File: src/rtl/ixc_sample_hist.sv
// Clocked sample register with a DEPTH-entry history FIFO of captured values.
// The FIFO overwrites its oldest entry when full and flags that with a sticky ovf bit.
module ixc_sample_hist #(
  parameter int WIDTH       = 32,
  parameter int DEPTH       = 8,
  parameter int CHANGE_ONLY = 0
) (
  input  logic                           clk,
  input  logic                           rst,
  input  logic                           sample_ov,
  input  logic                           call_emu_pre,
  input  logic [WIDTH-1:0]               v,
  output logic [WIDTH-1:0]               sv,
  output logic                           sv_vld,
  output logic                           rd_valid,
  input  logic                           rd_ready,
  output logic [WIDTH-1:0]               rd_data,
  output logic [$clog2(DEPTH+1)-1:0]     level,
  output logic                           ovf,
  input  logic                           clr_ovf
);

  localparam int PW = $clog2(DEPTH);
  localparam int LW = $clog2(DEPTH+1);
  localparam logic [PW-1:0] PTR_ONE = PW'(1);
  localparam logic [LW-1:0] LVL_ONE = LW'(1);
  localparam logic [LW-1:0] LVL_FULL = LW'(DEPTH);

  logic [WIDTH-1:0] sv_q, sv_d;
  logic             sv_vld_q, sv_vld_d;
  logic [PW-1:0]    wptr_q, wptr_d;
  logic [PW-1:0]    rptr_q, rptr_d;
  logic [LW-1:0]    level_q, level_d;
  logic             ovf_q, ovf_d;
  logic [WIDTH-1:0] mem_q [DEPTH];

  logic do_sample;
  logic cap;
  logic pop;
  logic full;
  logic overwrite;

  // Read side handshake: an entry transfers on any edge where rd_valid & rd_ready;
  // rd_data stays on the same entry while rd_valid is high and rd_ready is low.
  assign do_sample = sample_ov | call_emu_pre;
  assign cap       = do_sample & ((CHANGE_ONLY == 0) | ~sv_vld_q | (v != sv_q));
  assign rd_valid  = (level_q != '0);
  assign pop       = rd_valid & rd_ready;
  assign full      = (level_q == LVL_FULL);
  assign overwrite = cap & full & ~pop;

  always_comb begin
    sv_d     = sv_q;
    sv_vld_d = sv_vld_q;
    wptr_d   = wptr_q;
    rptr_d   = rptr_q;
    level_d  = level_q;
    if (cap) begin
      sv_d     = v;
      sv_vld_d = 1'b1;
      wptr_d   = wptr_q + PTR_ONE;
    end
    // A full push without a pop drops the oldest entry by advancing the read side too.
    if (pop || overwrite) begin
      rptr_d = rptr_q + PTR_ONE;
    end
    if (cap && !pop && !full) begin
      level_d = level_q + LVL_ONE;
    end else if (pop && !cap) begin
      level_d = level_q - LVL_ONE;
    end
    ovf_d = (ovf_q & ~clr_ovf) | overwrite;
  end

  always_ff @(posedge clk or posedge rst) begin
    if (rst) begin
      sv_q     <= '0;
      sv_vld_q <= 1'b0;
      wptr_q   <= '0;
      rptr_q   <= '0;
      level_q  <= '0;
      ovf_q    <= 1'b0;
    end else begin
      sv_q     <= sv_d;
      sv_vld_q <= sv_vld_d;
      wptr_q   <= wptr_d;
      rptr_q   <= rptr_d;
      level_q  <= level_d;
      ovf_q    <= ovf_d;
    end
  end

  // Storage carries no reset; reads are masked to zero whenever the FIFO is empty.
  always_ff @(posedge clk) begin
    if (cap) begin
      mem_q[wptr_q] <= v;
    end
  end

  assign sv      = sv_q;
  assign sv_vld  = sv_vld_q;
  assign rd_data = rd_valid ? mem_q[rptr_q] : '0;
  assign level   = level_q;
  assign ovf     = ovf_q;

endmodule

File: config.mk
export PLATFORM = sky130hd
export DESIGN_NAME = ixc_sample_hist
export DESIGN_NICKNAME = d
export VERILOG_FILES = /design/src/rtl/ixc_sample_hist.sv
export SDC_FILE = /design/constraint.sdc
export NUM_CORES = 1
export LEC_CHECK = 0
export CAP_MARGIN = 15
export CELL_PAD_IN_SITES_DETAIL_PLACEMENT = 1
export CELL_PAD_IN_SITES_GLOBAL_PLACEMENT = 1
export CORE_MARGIN = 3
export CORE_UTILIZATION = 45
export DETAILED_ROUTE_END_ITERATION = 10
export PLACE_DENSITY_LB_ADDON = 0.1
export SYNTH_ARGS = -nofsm -noshare
export SYNTH_HDL_FRONTEND = slang
export SYNTH_SLANG_ARGS = --single-unit
File: constraint.sdc
create_clock -name clk -period 5.3 [get_ports clk]
set_input_delay 0.795 -clock clk [delete_from_list [all_inputs] [get_ports clk]]
set_output_delay 0.795 -clock clk [all_outputs]
set_load 0.1 [all_outputs]
==> results of run 1 <==
## flip-flops by register name (all words and copies together) (netlist names)
register and cells:
sv 32, rptr_q 3, level 4, ovf 1, sv_vld 1, wptr_q 3
mem_q 256
## cells in the mapped netlist (all sizes together)
cell       n  area [um^2]
edfxtp   256         7690
nand2    108          405
mux4      64         1440
dfrtp     44         1100
nor2      40          176
mux2i     33          330
buf       26          164
nor3       7         35.0
clkbuf     5         18.8
xnor2      5         43.8
ha         4         50.1
inv        4         17.5
a21oi      3         15.0
o211ai     3         27.5
or3        3         23.8
mux2       2         26.3
nand2b     2         12.5
nand3      2         10.0
o21ai      2         21.3
a2111o     1         11.3
a211o      1         8.76
a21o       1         7.51
a22oi      1         7.51
a31oi      1         6.26
a32o       1         10.0
fa         1         20.0
nor4       1         6.26
o2111ai    1         8.76
o221ai     1         8.76
or2        1         6.26
## path summary, 6_finish.rpt
check | from | end | cells after the start
setup / recovery | rptr_q[1] | rd_data[31] | 4
hold / removal | sv[11] | sv[11] | 2
setup reg to reg | level[0] | level[3] | 8
hold reg to reg | sv[11] | sv[11] | 2
max in group asynchronous | rst | rptr_q[1] | 3
min in group asynchronous | rst | sv[6] | 3
## worst max-delay path: stages, from the launching register on
cell and delay, ns:
dfrtp_4 1.08, mux4_2 0.37, mux2i_1 0.07, nor2_1 0.25, clkdlybuf4s50_1 1.19
## logic make-up after synthesis
group / after synthesis / share of synthesized area, %
flip-flops: 300 / 75.1
AND/OR/NAND/NOR: 164 / 5.77
multiplexers: 99 / 15.4
buffers and inverters: 35 / 1.71
AO/OA/AOI/OAI: 16 / 1.13
XOR/XNOR: 5 / 0.374
adder cells (fa/ha/maj): 5 / 0.598
## per-layer routing
| metal | GRT usage, % | vias to the layer above |
|---|---|---|
| li1 | - | 2673 |
| met1 | 27.2 | 3229 |
| met2 | 33.1 | 154 |
| met3 | 3.12 | 36 |
| met4 | 4.23 | 2 |
| met5 | 0 | - |
## final cells by class
type                       count  area share [%]
clock buffer                  45            6.28
timing repair buffer         128            8.61
clock inverter                12            1.17
inverter                       4           0.123
tap                          330            2.89
sequential                   300            61.5
multi-input combinational    289            19.4
## stage by stage
| step | utilization, % | instances | hold slack [ns] | area, um^2 | worst slack (ns) |
|---|---|---|---|---|---|
| finish | 56.3 | 1108 | 0.470 | 14300 | 0.957 |
| global route | 56.3 | 1108 | 0.495 | 14300 | 0.759 |
| CTS | 56.3 | 1108 | 0.475 | 14300 | 0.850 |
| detailed placement | 52.1 | 1051 | 0.460 | 13200 | 1.45 |
| global placement | 52.1 | 1051 | 0.449 | 13200 | 1.49 |
| floorplan | - | 624 | 0.518 | 11700 | 0.550 |
==> flow_summary.json, run 1 <==
{
  "htreeDepth": 1,
  "path_class": "reg -> out",
  "core_area_um2": 25400,
  "syn_avg_cell_area_um2": 18.8,
  "yosysSeqAreaShare_pct": 75.1,
  "ys_warn_count": 0,
  "tns_ns": 0,
  "initial_core_util_pct": 46.1,
  "rsz0062_at_grt": "no",
  "maxCapViolCount": 0,
  "postRouteAntennaNets": 0,
  "slew_viol_final": 0,
  "drt_pass1_iterations": 4,
  "clk_pin_slew_worst_paths_ns": 0.06,
  "top_layer_used": "met5",
  "place_congestion": 0.741,
  "tritoncts": "built",
  "antenna_found_initial": 1,
  "fill_cells": 2296,
  "synth_cells": 624,
  "die_w_um": 167,
  "fin_skew_ns": 0.0120,
  "wirelength_um": 27000,
  "hpwl_um": 15300,
  "syn2layout_area_growth_pct": 22.1,
  "drive_gt1_share_pct": 19.9,
  "grt_overflow": 0,
  "vias": 6094,
  "port_buffers": 108,
  "worstMarginPinSlew_ns": 1.01,
  "met3_length_um": 1190,
  "die-area_um2": 28000,
  "cp-end-kind": "primary output",
  "io_pins": 109,
  "grt_max_degree": 67,
  "r2r_setup_slack_ns": 2.02,
  "critPathRequiredTime_ns": 4.51,
  "track_usage_pct": 19.5,
  "grt_pass1_vias": 6792,
  "via_per_inst": 5.50,
  "cts_setup_buffers": 0,
  "final_cell_mix": "edfxtp_1 (256), nand2_1 (108), clkdlybuf4s50_1 (108)",
  "drt_iter0_drc": 397,
  "cp-start-kind": "flop",
  "fmax_mhz": 230,
  "cp.arrival_ns": 3.55,
  "holdBufCountCts": 0,
  "timing.final.hold_violations": 0,
  "root_buffer": "clkbuf_16",
  "ys_ff_latch": 300,
  "finalSetupViolCount": 0,
  "cts.sinks": 300,
  "final_common_cell": "edfxtp_1",
  "run_status": "finished, final reports clean",
  "seq_area_um2": 8800,
  "std_cell_rows": 58,
  "grt_pass1_wl_um": 41600,
  "die_height_um": 167,
  "maxSlewHeadroom_pct": 32.4,
  "final_nets": 797,
  "wire_per_inst_um": 24.4,
  "cts_made_buffers": 31,
  "wl_met1_um": 11900,
  "syn_nets": 667,
  "fin_crit_ns": 4.34,
  "ys_types": 40,
  "cts_buffer_depth": 3,
  "n_antenna_cell": 0,
  "multi_input_area_um2": 2770,
  "ctsResizeCount": 0,
  "remaining_drc_errors": 0,
  "min_period_over_period_pct": 81.9,
  "hold_path_class": "reg -> reg",
  "dr_wl_met2_um": 13500,
  "worstPathMaxFanout": 66,
  "clock_latency_ns": 0.55,
  "syn_area_um2": 11700
}
Power of run 1 is left out: the tool's default activity adds up to more than one toggle a clock period on the data nets, which glitch-free logic cannot reach.
==> run 2: changes to the inputs <==
--- a/config.mk
+++ b/config.mk
@@ -9,7 +9,7 @@
 export CELL_PAD_IN_SITES_DETAIL_PLACEMENT = 1
 export CELL_PAD_IN_SITES_GLOBAL_PLACEMENT = 1
 export CORE_MARGIN = 3
-export CORE_UTILIZATION = 45
+export CORE_UTILIZATION = 44
 export DETAILED_ROUTE_END_ITERATION = 10
 export PLACE_DENSITY_LB_ADDON = 0.1
 export SYNTH_ARGS = -nofsm -noshare
==> constraint.sdc (replaced) <==
create_clock -name clk -period 3.95 [get_ports clk]
set_input_delay 0.5925 -clock clk [delete_from_list [all_inputs] [get_ports clk]]
set_output_delay 0.5925 -clock clk [all_outputs]
set_load 0.1 [all_outputs]
==> run 2 against run 1 <==
Effect of this change:
- worst setup slack got worse by 0.32 ns
- cell count up 0.45%
- first-iteration DRC count up 26%
- critical path depth did not move
- non-clock buffer count fell by 1
- clock skew is 0.011 ns higher
- core utilization shrank 1.8 points
- worst hold slack worse by 0.00072 ns
- register-to-register slack lost 0.65 ns
- sequential cell count unchanged
- die area up 2.2%
- critical path type unchanged
- critical endpoint is now rd_data[30]
- largest cell class unchanged
==> flow_summary.json, run 2 (synthesis results as in run 1) <==
{
  "run_status": "finished, final reports clean",
  "maxSlewHeadroom_pct": 30.5,
  "die_height_um": 169,
  "die_w_um": 169,
  "final_common_cell": "edfxtp_1",
  "cts_made_buffers": 31,
  "remaining_drc_errors": 0,
  "hold_path_end": "sv[18]",
  "initial_core_util_pct": 44.8,
  "min_period_over_period_pct": 83.8,
  "cts_setup_buffers": 0,
  "timing.final.hold_violations": 0,
  "path_class": "reg -> out",
  "worstPathMaxFanout": 66,
  "holdBufCountCts": 0,
  "vias": 6098,
  "cp.depth": 4,
  "drt_iter0_drc": 500,
  "slew_viol_final": 0,
  "tns_ns": 0,
  "core_area_um2": 26100,
  "fin_skew_ns": 0.0234,
  "hold_path_depth": 2,
  "track_usage_pct": 19.0,
  "grt_overflow": 0,
  "final_cell_mix": "edfxtp_1 (256), nand2_1 (108), clkdlybuf4s50_1 (75)",
  "drt_pass1_iterations": 4,
  "hpwl_um": 15300,
  "grt_pass1_vias": 6852,
  "place_congestion": 0.742,
  "worstMarginPinSlew_ns": 1.04,
  "finalSetupViolCount": 0,
  "critPathTopFamily": "flip-flops",
  "dp_slack_ns": 0.822,
  "rsz0062_at_grt": "no",
  "multi_input_area_um2": 2780,
  "cts_buffer_depth": 3,
  "finalWorstSetupSlack_ns": 0.639,
  "fmax_mhz": 302,
  "reg2reg_to": "level[3]",
  "cp.arrival_ns": 2.72,
  "drive_gt1_share_pct": 24.0,
  "wire_per_inst_um": 23.8,
  "tritoncts": "built",
  "fill_cells": 2398,
  "cp-end-kind": "primary output",
  "path_buf_inv": 1,
  "antenna_found_initial": 0,
  "io_pins": 109,
  "slowest_delay_ns": 1.10,
  "wirelength_um": 26400,
  "clk_pin_slew_worst_paths_ns": 0.06,
  "path_cells": "mux4_2, mux2i_1, nor2_1, buf_4",
  "grt_pass1_wl_um": 41400,
  "die-area_um2": 28600,
  "regToRegStartpoint": "level[0]",
  "worstHoldStart": "sv[18]",
  "grt_max_degree": 67,
  "final_nets": 796,
  "syn2layout_area_growth_pct": 21.7,
  "cts.sinks": 300,
  "clock_latency_ns": 0.55,
  "maxCapViolCount": 0,
  "htreeDepth": 1,
  "top_register": "mem_q",
  "slowest_stage": "dfrtp_4",
  "root_buffer": "clkbuf_16",
  "critPathRequiredTime_ns": 3.36,
  "largest_register_ffs": 256,
  "cp-start-kind": "flop",
  "std_cell_rows": 59,
  "hold_path_class": "reg -> reg",
  "postRouteAntennaNets": 0,
  "final_util_pct": 54.5,
  "n_antenna_cell": 0,
  "via_per_inst": 5.48,
  "seq_area_um2": 8800,
  "reg2reg_depth": 8,
  "fin_crit_ns": 3.31,
  "ctsResizeCount": 0,
  "port_buffers": 108,
  "r2r_setup_slack_ns": 1.37
}
## run 2: routing by layer
metal	GRT usage, %	vias up	share of wire (%)
met4	4.13	0	1.2
met3	2.66	28	6.1
met1	26.7	3224	42
met5	0	-	0
li1	-	2670	-
met2	32.2	176	51
## run 2: how the worst max path moves through the flow
stage	startpoint	end	slack [ns]
finish	rptr_q[1]	rd_data[30]	0.64
global route	rptr_q[0]	rd_data[21]	0.46
CTS	rptr_q[0]	rd_data[21]	0.55
detailed placement	rd_ready	level[3]	0.82
global placement	rd_ready	level[3]	0.94
floorplan	call_emu_pre	mem_q[2][0]	0.26
## run 2: metrics by stage
step | instances | hold WS (ns) | cell area [um^2]
after floorplan | 624 | 0.533 | 11700
after detailed placement | 1055 | 0.460 | 13200
after global routing | 1113 | 0.496 | 14200
final | 1113 | 0.470 | 14200
after CTS | 1113 | 0.474 | 14200
after global placement | 1055 | 0.448 | 13200
## run 2: cell type report
class	count	area share [%]
Tap cell	335	2.94
Clock inverter	16	1.53
Sequential cell	300	61.7
Clock buffer	42	5.95
Timing Repair Buffer	127	8.18
Multi-Input combinational cell	289	19.5
Inverter	4	0.123
## run 2: worst register-to-register path, stage by stage (launching register included)
cell and delay [ns]:
dfrtp_1 0.47, or3_4 0.49, nor2_8 0.10, o21ai_1 0.16
ha_1 0.31, a21o_1 0.19, a21oi_1 0.25, mux2_2 0.37
o221ai_1 0.15
Power of run 2 is left out for the same reason.
==> run 3: changes to the inputs <==
==> constraint.sdc (replaced) <==
create_clock -name clk -period 2.85 [get_ports clk]
set_input_delay 0.4275 -clock clk [delete_from_list [all_inputs] [get_ports clk]]
set_output_delay 0.4275 -clock clk [all_outputs]
set_load 0.1 [all_outputs]
==> run 3 against run 2 <==
Effect of this change:
- worst setup slack worse by 0.59 ns
- critical path depth is 1 higher
- critical path type unchanged
- global-route usage about the same
==> flow_summary.json, run 3 (synthesis results as in run 1) <==
{
  "grt-busiest-layer": "met2",
  "tritoncts": "built",
  "place_congestion": 0.731,
  "maxCapViolCount": 0,
  "io_pins": 109,
  "final_util_pct": 57.7,
  "finalSetupViolCount": 0,
  "vias": 6192,
  "timing.final.hold_violations": 0,
  "critPathTopFamily": "simple AND/OR/NAND/NOR gates",
  "largest_register_ffs": 256,
  "cts.sinks": 300,
  "worstMarginPinSlew_ns": 0.609,
  "via_per_inst": 5.47,
  "cp-end-kind": "primary output",
  "fill_cells": 2300,
  "path_class": "reg -> out",
  "htreeDepth": 1,
  "cts_buffer_depth": 3,
  "track_usage_pct": 19.0,
  "cp.arrival_ns": 2.37,
  "fin_skew_ns": 0.0125,
  "path_cells": "or3_4, nor2_8, buf_16, nor2_2, buf_12",
  "hold_path_class": "in -> async",
  "drt_iter0_drc": 442,
  "die_height_um": 169,
  "wire_per_inst_um": 23.6,
  "postRouteAntennaNets": 0,
  "grt_pass1_vias": 6792,
  "maxSlewHeadroom_pct": 59.3,
  "worstPathMaxFanout": 34,
  "grt_use_met3_pct": 2.35,
  "slowest_stage": "dfrtp_2",
  "min_period_over_period_pct": 98.1,
  "tns_ns": 0,
  "hpwl_um": 16200,
  "final_nets": 816,
  "antenna_found_initial": 0,
  "fmax_mhz": 358,
  "cts_made_buffers": 30,
  "drt_pass1_iterations": 4,
  "clk_pin_slew_worst_paths_ns": 0.06,
  "critPathRequiredTime_ns": 2.42,
  "grtUsageMet2_pct": 31.3,
  "wirelength_um": 26700,
  "n_antenna_cell": 0,
  "grt_overflow": 0,
  "root_buffer": "clkbuf_16",
  "grt_pass1_wl_um": 41600,
  "finalWorstSetupSlack_ns": 0.0532,
  "cp.depth": 5,
  "initial_core_util_pct": 44.8,
  "core_area_um2": 26100,
  "syn2layout_area_growth_pct": 28.7,
  "drive_gt1_share_pct": 36.4,
  "top_register": "mem_q",
  "grt.met1_usage_pct": 28.0,
  "die_w_um": 169,
  "port_buffers": 108,
  "final_cell_mix": "edfxtp_1 (256), nand2_1 (108), buf_4 (67)",
  "run_status": "finished, final reports clean",
  "die-area_um2": 28600,
  "fin_crit_ns": 2.80,
  "dp_cells": 1069,
  "grt_max_degree": 39,
  "dp_slack_ns": 0.147,
  "path_buf_inv": 2,
  "cp-start-kind": "flop",
  "regToRegStartpoint": "level[0]",
  "slew_viol_final": 0,
  "remaining_drc_errors": 0,
  "clock_latency_ns": 0.54,
  "post_layout_nonfiller_instances": 1132,
  "std_cell_rows": 59,
  "r2r_setup_slack_ns": 0.31,
  "final_common_cell": "edfxtp_1",
  "slowest_delay_ns": 0.47,
  "reg2reg_to": "level[3]",
  "reg2reg_depth": 8
}
[run 3: cell types whose count changed in the layout (fill, tap and decap cells not counted), moves of 4 or more]
cell | previous run | this run
buf_12 | 2 | 42
buf_4 | 50 | 67
clkbuf_1 | 8 | 4
mux2i_2 | 0 | 7
clkdlybuf4s50_1 | 75 | 37
mux2i_1 | 33 | 24
nor2_4 | 5 | 35
nor2_1 | 34 | 2
clkinv_2 | 5 | 9
[run 3: timing repair]
item,CTS,global route
endpoints found under the setup margin,28,9
hold buffers,0,0
buffers inserted,7,0
resized for setup,3,9
[run 3: worst max path at each step]
| stage | slack (ns) | from | to |
|---|---|---|---|
| 2_1_floorplan | -0.68 | call_emu_pre | mem_q[2][0] |
| 3_3_place_gp | 0.18 | call_emu_pre | level[3] |
| 3_5_place_dp | 0.15 | call_emu_pre | level[3] |
| 4_1_cts | 0.04 | rptr_q[0] | rd_data[21] |
| 5_1_grt | -0.003 | level[0] | rd_data[31] |
| 6_report | 0.05 | level[0] | rd_data[31] |
[run 3: area by class of cell]
type,count,area [um^2],share of cell area [%]
clock buffer,40,860,5.70
timing repair buffer,148,1770,11.7
inverter,4,17.5,0.116
multi-input combinational,289,3070,20.4
clock inverter,16,131,0.872
sequential,300,8800,58.4
tap,335,419,2.78
[run 3: through the flow]
step	hold slack, ns	cell area (um^2)
2_1_floorplan	0.526	12000
3_3_place_gp	0.451	13900
3_5_place_dp	0.451	13900
4_1_cts	0.303	15000
5_1_grt	0.318	15100
6_report	0.275	15100
[run 3: routing by layer]
| metal | wire length (um) | vias up |
|---|---|---|
| met4 | 386 | 0 |
| met1 | 12100 | 3275 |
| met3 | 1220 | 35 |
| met5 | 0 | - |
| met2 | 13000 | 165 |
| li1 | - | 2717 |
Power of run 3 is left out for the same reason.
